$ cat src/rtl/cyclic_encoder74_pkg.sv
// Shared definitions for the (7,4) cyclic encoder.
//   - Code geometry constants N, K and R.
//   - Default generator low coefficients for g(x) = x^3 + x + 1.
//   - FSM state encoding. It is used by the top and by any bench that
//     watches the debug state port.
package cyclic_encoder74_pkg;

  localparam int N = 7;  // codeword length
  localparam int K = 4;  // message length
  localparam int R = 3;  // parity length, degree of g(x)

  // Low coefficients of g(x). The x^3 term is implicit.
  localparam logic [R-1:0] GPOLY_DEFAULT = 3'b011;

  typedef enum logic [1:0] {
    IDLE  = 2'd0,
    SHIFT = 2'd1,
    DONE  = 2'd2
  } cyc_state_e;

endpackage

$ cat src/rtl/cyc_lfsr_div.sv
// Divide-by-g(x) LFSR that computes the remainder of m(x)*x^3 mod g(x).
// Message bits enter high-order first. The x^3 pre-multiply comes from
// injecting the input at the feedback point instead of at s0.
//
// Ports:
//   clk    in   rising-edge clock
//   rst_n  in   asynchronous active-low reset; clears the remainder
//   clr    in   synchronous clear; takes priority over en
//   en     in   shift one input bit this cycle
//   din    in   message bit
//   rem    out  current remainder {s2, s1, s0}
module cyc_lfsr_div
  import cyclic_encoder74_pkg::*;
#(
  parameter logic [R-1:0] GPOLY = GPOLY_DEFAULT
) (
  input  logic         clk,
  input  logic         rst_n,
  input  logic         clr,
  input  logic         en,
  input  logic         din,
  output logic [R-1:0] rem
);

  logic [R-1:0] rem_q;
  logic [R-1:0] rem_d;
  logic         fb;

  // The default GPOLY gives fb=in^s2; s2<=s1; s1<=s0^fb; s0<=fb.
  always_comb begin
    fb    = din ^ rem_q[2];
    rem_d = rem_q;
    if (clr) begin
      rem_d = '0;
    end else if (en) begin
      rem_d[2] = rem_q[1] ^ (fb & GPOLY[2]);
      rem_d[1] = rem_q[0] ^ (fb & GPOLY[1]);
      rem_d[0] = fb & GPOLY[0];
    end
  end

  always_ff @(posedge clk or negedge rst_n) begin
    if (!rst_n) begin
      rem_q <= '0;
    end else begin
      rem_q <= rem_d;
    end
  end

  assign rem = rem_q;

endmodule

$ cat src/rtl/cyclic_encoder74.sv
// Systematic (7,4) cyclic encoder.
// The encoder accepts a 4-bit message and spends 7 SHIFT cycles computing
// the parity. It then presents c = {m, remainder} until downstream takes it.
//
// Handshake: a transfer happens on a rising edge where valid and ready are
// both high. The producer holds its data stable while valid is high and
// ready is low. m_ready is high only in IDLE. c_valid stays high, with c
// stable, until c_ready is sampled high.
//
// Optional feature: define CYC_ENC_SERIAL_OUT_EN to drive ser_out/ser_valid
// with the codeword, high-order bit first, one bit per SHIFT cycle. When the
// macro is undefined, both ports are tied low.
//
// Ports:
//   clk          in   rising-edge clock
//   rst_n        in   asynchronous active-low reset
//   m[3:0]       in   message, m[3] is the highest-order term
//   m_valid      in   message offered
//   m_ready      out  encoder idle and able to accept
//   c[6:0]       out  codeword, c[6] is the highest-order term
//   c_valid      out  c holds a complete codeword
//   c_ready      in   downstream consumes c
//   ser_out      out  serial codeword bit (optional feature)
//   ser_valid    out  qualifier for ser_out (optional feature)
//   dbg_state_o  out  current FSM state, for observation
module cyclic_encoder74
  import cyclic_encoder74_pkg::*;
#(
  parameter logic [R-1:0] GPOLY = GPOLY_DEFAULT
) (
  input  logic             clk,
  input  logic             rst_n,
  input  logic [K-1:0]     m,
  input  logic             m_valid,
  output logic             m_ready,
  output logic [N-1:0]     c,
  output logic             c_valid,
  input  logic             c_ready,
  output logic             ser_out,
  output logic             ser_valid,
  output cyc_state_e       dbg_state_o
);

  cyc_state_e   state_q;
  logic [2:0]   k_q;
  logic [K-1:0] m_q;
  logic [N-1:0] c_q;
  logic         c_valid_q;

  logic [R-1:0] rem;
  logic         lfsr_clr;
  logic         lfsr_en;
  logic         lfsr_din;

  // Message bit m[3-k]. Only k = 0..3 reaches the LFSR, so k[1:0] is enough.
  assign lfsr_clr = (state_q == IDLE) && m_valid;
  assign lfsr_en  = (state_q == SHIFT) && (k_q < 3'd4);
  assign lfsr_din = m_q[2'd3 - k_q[1:0]];

  cyc_lfsr_div #(
    .GPOLY (GPOLY)
  ) u_lfsr (
    .clk   (clk),
    .rst_n (rst_n),
    .clr   (lfsr_clr),
    .en    (lfsr_en),
    .din   (lfsr_din),
    .rem   (rem)
  );

  always_ff @(posedge clk or negedge rst_n) begin
    if (!rst_n) begin
      state_q   <= IDLE;
      k_q       <= '0;
      m_q       <= '0;
      c_q       <= '0;
      c_valid_q <= 1'b0;
    end else begin
      case (state_q)
        IDLE: begin
          if (m_valid) begin
            m_q     <= m;
            k_q     <= '0;
            state_q <= SHIFT;
          end
        end
        SHIFT: begin
          // The remainder is final after k=3. On the last SHIFT edge it is
          // still held, so it can be captured directly.
          if (k_q == 3'd6) begin
            c_q       <= {m_q, rem};
            c_valid_q <= 1'b1;
            k_q       <= '0;
            state_q   <= DONE;
          end else begin
            k_q <= k_q + 3'd1;
          end
        end
        DONE: begin
          if (c_ready) begin
            c_valid_q <= 1'b0;
            state_q   <= IDLE;
          end
        end
        default: state_q <= IDLE;
      endcase
    end
  end

  assign m_ready     = (state_q == IDLE);
  assign c           = c_q;
  assign c_valid     = c_valid_q;
  assign dbg_state_o = state_q;

`ifdef CYC_ENC_SERIAL_OUT_EN
  // Cycle k carries c[6-k]. For k = 0..3 that bit is m[3-k]. For k = 4..6 it
  // is rem[6-k], and k[1:0] = 0,1,2 maps to rem index 2,1,0.
  logic ser_bit;
  always_comb begin
    ser_bit = 1'b0;
    if (k_q < 3'd4) begin
      ser_bit = m_q[2'd3 - k_q[1:0]];
    end else begin
      ser_bit = rem[2'd2 - k_q[1:0]];
    end
  end
  assign ser_valid = (state_q == SHIFT);
  assign ser_out   = ser_valid & ser_bit;
`else
  assign ser_valid = 1'b0;
  assign ser_out   = 1'b0;
`endif

endmodule

$ cat config.mk
export PLATFORM = sky130hd
export DESIGN_NAME = cyclic_encoder74
export DESIGN_NICKNAME = d
export VERILOG_FILES = /design/src/rtl/cyclic_encoder74_pkg.sv /design/src/rtl/cyc_lfsr_div.sv /design/src/rtl/cyclic_encoder74.sv
export SDC_FILE = /design/constraint.sdc
export NUM_CORES = 1
export LEC_CHECK = 0
export BUFFER_PORTS_ARGS = -buffer_cell sky130_fd_sc_hd__buf_2
export CAP_MARGIN = 20
export CORE_UTILIZATION = 46
export CTS_CLUSTER_DIAMETER = 100
export DETAILED_ROUTE_END_ITERATION = 8
export GPL_TIMING_DRIVEN = 0
export PLACE_DENSITY = 0.73
export SLEW_MARGIN = 10
export SYNTH_ARGS = -nofsm -noshare
export SYNTH_HDL_FRONTEND = slang
export SYNTH_SLANG_ARGS = --single-unit
export TNS_END_PERCENT = 5
$ cat constraint.sdc
create_clock -name clk -period 1.55 [get_ports clk]
set_input_delay 0.31 -clock clk [delete_from_list [all_inputs] [get_ports clk]]
set_output_delay 0.31 -clock clk [all_outputs]
set_load 0.05 [all_outputs]
==> flow_summary_export.csv, run 1 <==
group,metric,value,unit
placed_design,gp_congestion,0.7017,
sta,timing.setup.tns,-0.01733,ns
global_routing,grt_pass1_vias,523,
final_layout,fillers,150,
sta,layout_setup_ws,-0.007704,ns
worst_hold_path,hp-start,"m[2]",
setup_path,startpoint_type,"flop",
setup_path,cp.required,1.75,ns
global_routing,grt_pass1_wl,2.318,mm
global_routing,antenna_found_initial,0,
outcome,outcome,"complete, but fails checks",
yosys,synth_area,895.9,um^2
clock_tree,cts_tree,"built",
floorplan,die_area,2128,um^2
setup_path,crit_fanout,5,
final_layout,stdcell_area,1150,um^2
power,p_leak,0.5403,nW
clock_tree,clock_insertion_delay_worst_skew,0.30,ns
yosys,synth_cells,69,
final_layout,antennaDiodeCount,0,
clock_tree,path_clk_slew,0.11,ns
setup_path,rrSetupSlack,-0.008,ns
setup_path,path_class,"flop to flop",
final_layout,syn2layout_area_growth,28.35,%
clock_tree,root_buffer,"clkbuf_4",
clock_tree,clock_sinks,20,
sta,min_period_over_period,100.5,%
sta,skew,0.003161,ns
routing,routed_wl,1.568,mm
yosys,yosysSeqAreaShare,55.87,%
yosys,synth_cell_types,23,
floorplan,core_area,1783,um^2
job,drv_cap,0,
setup_path,path_delay_family,"simple AND/OR/NAND/NOR gates",
floorplan,die_h,46.13,um
clock_tree,cts_buffers,3,
floorplan,io_pins,21,
setup_path,reg2reg_depth,5,
routing,drc,0,
yosys,yosysTopAreaCell,"dfrtp_1",
routing,first_iter_violations,2,
floorplan,die_w,46.13,um
placed_design,io_buffers,18,
yosys,syn_avg_cell_area,12.98,um^2
yosys,ys_ff_latch,20,
setup_path,worst-path-buf-inv,2,
setup_path,slowest_stage,"dfrtp_1",
global_routing,grt_start_max_net_pins,21,
clock_tree,h-tree-depth,1,
routing,num_vias,613,
worst_hold_path,holdPathEnd,"m_q[2]",
worst_hold_path,whs_path_depth,2,
final_layout,layout.nets,105,
yosys,yosys-top-cells-area,"dfrtp_1 (56%), mux2_2 (14%), nor3b_1 (4.2%)",
yosys,synthArstFlopShare,100.0,%
floorplan,rows,15,
routing,post_drt_wl_per_cell,12.96,um
yosys,synth-edff-count,0,
sta,clock.fmax,0.6420,GHz
global_routing,grt_util_all_layers,15.89,%
setup_path,arrival,1.76,ns
yosys,yosysTopAreaCellShare,55.87,%
final_layout,drive_gt1_share,52.08,%
sta,period_minus_slack,1.558,ns
setup_path,max_stage_delay,0.42,ns
placed_design,post_dp_cell_area,1025,um^2
sta,report.final.slew_viol_count,0,
placed_design,pre_cts_ws,-0.08296,ns
sta,rsz0062_at_grt,"true",
setup_path,cp-end-kind,"flop",
worst_hold_path,min_path_type,"primary input to flop",
placed_design,hpwl,1.033,mm
setup_path,r2r-end,"c[5]",
power,pwr_density_cell,2536,nW/um^2
setup_path,r2r_start,"dbg_state_o[1]",
clock_tree,clock_path_buffers,2,
yosys,synth_ff_type,"dfrtp_1",
setup_path,crit_chain,"buf_6 > nor3b_4 > nor2b_4 > buf_4 > mux2_2",
routing,ant_nets,0,
power,ir_drop,0.001333,V
routing,drtPass1Iterations,2,
yosys,yosys_warnings,0,
sta,finalHoldViolCount,0,
routing,vias_per_cell,5.066,
outcome,violations,"negative setup slack",
global_routing,grt_overflow_total,0,
sta,finalSetupViolations,4,
floorplan,initial_core_util,50.25,%
==> report_power, final <==
part	internal (mW)	total [mW]	switching (mW)
Combinational	0.662	1.51	0.849
Clock	0.261	0.423	0.162
Sequential	0.779	0.982	0.203
==> kinds of logic (layout without fill, tap and decap cells) <==
kind of cell | Yosys count | after routing | share of synthesized area [%]
DFF | 20 | 20 | 55.87
and+or+nand+nor | 18 | 18 | 12.57
muxes | 12 | 12 | 16.34
AOI/OAI and AO/OA | 9 | 9 | 7.823
buffers and inverters | 6 | 32 | 4.050
xor gates and xnor gates | 3 | 3 | 2.933
other | 1 | 2 | 0.4186
==> Yosys cell counts, types with 2 or more instances <==
cell / count
mux2_2: 11
buf_4: 3
nor2_1: 2
xnor2_1: 2
nand2_1: 5
a22o_1: 3
nor2b_1: 2
buf_2: 2
dfrtp_1: 20
nor3b_1: 5
o21ai_0: 2
==> how the worst max path moves through the flow <==
stage | startpoint | end | slack [ns] | cells past startpoint
after detailed placement | dbg_state_o[0] | c[4] | -0.08 | 5
after floorplan | dbg_state_o[1] | c[0] | -0.20 | 5
after global routing | dbg_state_o[1] | c[5] | -0.07 | 5
after CTS | dbg_state_o[1] | c[4] | -0.01 | 5
final | dbg_state_o[1] | c[5] | -0.008 | 5
after global placement | dbg_state_o[0] | c[6] | -0.01 | 5
==> metrics by stage <==
stage | util, % | instances | hold WS, ns | power [mW]
after floorplan | - | 70 | 0.01441 | 2.088
after global placement | 57.47 | 113 | 0.2765 | 2.326
after detailed placement | 57.47 | 113 | 0.2785 | 2.374
after CTS | 61.61 | 118 | 0.2227 | 2.833
after global routing | 64.49 | 121 | 0.2176 | 3.098
final | 64.49 | 121 | 0.2361 | 2.915
==> area by class of cell <==
class                   instances  area [um^2]  area share (%)
clock inverters                 1        30.03           2.612
inverters                       1        3.754          0.3264
clock buffers                   3        22.52           1.959
flip-flops and latches         20        503.0           43.74
well taps                      25        31.28           2.720
multi-input cells              44        387.9           33.73
plain buffers                   5        45.04           3.917
repair buffers                 22        126.4           10.99
==> worst reg2reg max path: cells and delay by family, from the launching register on <==
family	cells	cell delay, ns
multiplexers	1	0.32
AND/OR/NAND/NOR	2	0.42
buffers and inverters	2	0.30
flip-flops	1	0.42
==> layout by cell type, fill, tap and decap left out, drive strengths merged, types with 2 or more instances in the layout <==
master / n
buf: 26
dfrtp: 20
mux2: 11
nor3b: 6
nand2: 5
a22o: 4
clkbuf: 3
xnor2: 2
o21ai: 2
conb: 2
nor2: 2
nor2b: 2
==> metal layers <==
metal,wire (um),vias to the layer above,global-route usage (%),part of all wire (%)
met1,732,298,20.61,47
met5,0,-,0,0
li1,-,295,-,-
met2,761,18,24.51,49
met3,61,2,4.314,3.9
met4,14,0,7.647,0.89
==> what timing repair did <==
item	4_1_cts	5_1_grt
setup endpoints to repair	8	8
endpoints found under the hold margin	20	0
gates cloned	0	2
resized for setup	4	11
hold buffers	1	0
setup buffers	0	1
pin swaps	0	1
==> sequential cells by signal, summed over array words and instances (netlist names) <==
signal and flops:
dbg_state_o 2, k_q 3, m_q 4, u_lfsr.rem 3, c_valid 1, c 7
Note: power is estimated with default switching activity, not from simulation.
==> run 2: changes to the inputs <==
--- a/config.mk
+++ b/config.mk
@@ -12,8 +12,10 @@
 export DETAILED_ROUTE_END_ITERATION = 8
 export GPL_TIMING_DRIVEN = 0
 export PLACE_DENSITY = 0.73
+export SETUP_SLACK_MARGIN = 0.5
 export SLEW_MARGIN = 10
 export SYNTH_ARGS = -nofsm -noshare
 export SYNTH_HDL_FRONTEND = slang
+export SYNTH_HIERARCHICAL = 1
 export SYNTH_SLANG_ARGS = --single-unit
 export TNS_END_PERCENT = 5
==> run 2 against run 1 <==
Effect of this change: the run now ends clean; utilization rose by 2.4 points; clock skew rose by 0.00072 ns; global-route usage rose by 2.2 points; power fell by 3.4%; sequential share of layout area fell by 1.4 points; synthesized cell count rose by 1.4%; worst setup slack improved by 0.078 ns; largest cell class unchanged; maximum frequency rose by 5.3%; via count rose by 2.3%; critical path depth did not move; critical path type unchanged; flip-flop and latch count did not move; largest power group unchanged; non-clock buffer count rose by 2.
==> flow_summary_export.csv, run 2 <==
group,metric,value,unit
outcome,outcome,"completed",
routing,drtPass1Iterations,4,
sta,rsz0062_at_grt,"true",
yosys,muxShareOfSynthArea,17.41,%
final_layout,fin_util,66.88,%
final_layout,multiInputGateArea,402.9,um^2
placed_design,hpwl,1.124,mm
global_routing,grt_start_max_net_pins,21,
setup_path,worst-path-buf-inv,1,
routing,num_vias,627,
global_routing,grt_pass1_wl,2.622,mm
final_layout,largest_reg_flops,7,
clock_tree,clock_sinks,20,
routing,drc,0,
sta,clock.fmax,0.6760,GHz
yosys,synthXorXnorAreaFrac,0.9749,%
yosys,synth_ff_type,"dfrtp_1",
floorplan,io_pins,21,
power,clkPwrFrac,15.0,%
yosys,synth_cells,70,
final_layout,drive_gt1_share,53.00,%
floorplan,initial_core_util,50.39,%
power,p_leak,0.5688,nW
placed_design,gp_congestion,0.7904,
global_routing,grt_util_all_layers,18.07,%
yosys,ys_ff_latch,20,
power,p_seq_share,34.0,%
yosys,yosysTopAreaCellShare,55.71,%
global_routing,grt_overflow_total,0,
setup_path,rrSetupSlack,0.07,ns
yosys,synth_fa_ha_area_share,0,%
yosys,yosys_warnings,6,
routing,post_drt_wl_per_cell,12.78,um
floorplan,die_w,46.19,um
setup_path,cp-end-kind,"flop",
sta,period_minus_slack,1.479,ns
floorplan,die_h,46.19,um
power,pwr_density_cell,2361,nW/um^2
power,p_int,1.650,mW
power,netSwitchingPower,1.165,mW
yosys,synth_compound_area_share,8.078,%
floorplan,core_area,1783,um^2
yosys,synth.most_common_cell,"dfrtp_1",
clock_tree,h-tree-depth,1,
clock_tree,clock_insertion_delay_worst_skew,0.30,ns
sta,finalSetupViolations,0,
setup_path,startpoint_type,"flop",
power,ir_drop,0.001094,V
yosys,synth-edff-count,0,
worst_hold_path,min_path_type,"primary input to flop",
clock_tree,cts_buffers,3,
sta,timing.setup.tns,0,ns
yosys,synth_cell_types,28,
floorplan,die_area,2134,um^2
floorplan,rows,15,
yosys,yosysTopAreaCell,"dfrtp_1",
sta,finalHoldViolCount,0,
global_routing,grt_pass1_vias,580,
final_layout,layout.nets,109,
job,drv_cap,0,
clock_tree,path_clk_slew,0.11,ns
global_routing,antenna_found_initial,0,
setup_path,crit_fanout,3,
yosys,synth_area,898.4,um^2
power,swShare,41.37,%
sta,skew,0.003883,ns
setup_path,max_stage_delay,0.51,ns
routing,routed_wl,1.598,mm
yosys,yosys-top-cells-area,"dfrtp_1 (56%), mux2_2 (14%), nor2_1 (2.9%)",
final_layout,mostFrequentLayoutCells,"dfrtp_1 (18), buf_2 (17), buf_4 (8), mux2_2 (7), nor2_1 (6)",
final_layout,fillers,145,
setup_path,crit_chain,"buf_6 > mux4_2 > xnor2_2 > nand4b_1 > o211ai_1",
clock_tree,clock_path_buffers,2,
yosys,synth_top_family_by_area,"multiplexers",
final_layout,antennaDiodeCount,0,
routing,vias_per_cell,5.016,
final_layout,final_common_cell,"dfrtp_1",
setup_path,slowest_stage,"mux4_2",
yosys,synthArstFlopShare,100.0,%
placed_design,io_buffers,18,
sta,report.final.slew_viol_count,0,
setup_path,path_delay_family,"multiplexers",
final_layout,seq_area,505.5,um^2
setup_path,cp.required,1.77,ns
yosys,syn_avg_cell_area,12.83,um^2
setup_path,arrival,1.70,ns
power,p_comb_share,51.0,%
setup_path,path_class,"flop to flop",
sta,min_period_over_period,95.44,%
routing,ant_nets,0,
clock_tree,root_buffer,"clkbuf_4",
clock_tree,cts_tree,"built",
yosys,yosysSeqAreaShare,55.71,%
sta,fin_hold_ws,0.2357,ns
yosys,synth_common_cells,"dfrtp_1 (20), mux2_2 (11), nor2_1 (7), nand2_1 (3), nand2b_1 (3)",
yosys,yosys.area_share.simple,13.93,%
final_layout,syn2layout_area_growth,32.73,%
routing,first_iter_violations,7,
## run 2: layer usage
| layer | vias to the layer above | GRT usage, % | part of all wire (%) |
|---|---|---|---|
| met5 | - | 0 | 0 |
| met4 | 0 | 7.059 | 0.75 |
| met3 | 2 | 4.706 | 3.8 |
| met2 | 15 | 29.30 | 52 |
| met1 | 305 | 22.92 | 44 |
| li1 | 305 | - | - |
## run 2: power by group through the flow
stage | registers [mW] | logic (mW) | clock network, mW
finish | 0.956 | 1.44 | 0.423
global route | 0.989 | 1.53 | 0.461
CTS | 0.960 | 1.44 | 0.428
detailed placement | 0.975 | 1.33 | 0
global placement | 0.955 | 1.30 | 0
floorplan | 1.32 | 0.707 | 0
## run 2: repair_timing
| action | in CTS | in global routing |
|---|---|---|
| hold endpoints to repair | 20 | 0 |
| gates resized for setup | 2 | 0 |
| buffers inserted | 5 | 1 |
| cloned | 0 | 0 |
| hold buffers | 1 | 0 |
| setup endpoints to repair | 31 | 31 |
| pin swaps | 4 | 1 |
## run 2: final timing paths
check                              from             end  depth (start not counted)
worst min-delay path               m[1]          m_q[1]                          2
max in group asynchronous         rst_n  dbg_state_o[0]                          2
worst max-delay path             k_q[0]   u_lfsr/rem[1]                          5
worst min register to register  c_valid         c_valid                          1
min in group asynchronous         rst_n            c[0]                          2
worst max register to register   k_q[0]   u_lfsr/rem[1]                          5
## run 2: final cells by class
cell class | count | share of cell area (%)
plain buffers | 4 | 3.358
clock buffers | 3 | 1.889
clock inverters | 1 | 2.518
multi-input cells | 47 | 33.79
flip-flops and latches | 20 | 42.39
well taps | 25 | 2.623
repair buffers | 25 | 13.43
## run 2: logic make-up after synthesis
logic type / count (synthesis)
mux: 13
other cells: 1
simple gates: 21
buf+inv: 4
xor+xnor: 1
flops: 20
compound gates: 10
## run 2: stage by stage
| step | instances | setup slack, ns | instance area (um^2) | power [mW] |
|---|---|---|---|---|
| finish | 125 | 0.07061 | 1192 | 2.815 |
| global route | 125 | 0.01646 | 1192 | 2.980 |
| CTS | 124 | 0.03566 | 1185 | 2.825 |
| detailed placement | 114 | -0.07426 | 1062 | 2.310 |
| global placement | 114 | -0.05891 | 1062 | 2.255 |
| floorplan | 71 | -0.1203 | 940.9 | 2.032 |
## run 2: worst reg2reg max path, delay by kind of cell (launching register included)
| family | cells | cell delay (ns) |
|---|---|---|
| AO/OA/AOI/OAI | 1 | 0.11 |
| XOR/XNOR | 1 | 0.19 |
| buffers and inverters | 1 | 0.10 |
| flip-flops | 1 | 0.37 |
| multiplexers | 1 | 0.51 |
| AND/OR/NAND/NOR | 1 | 0.13 |
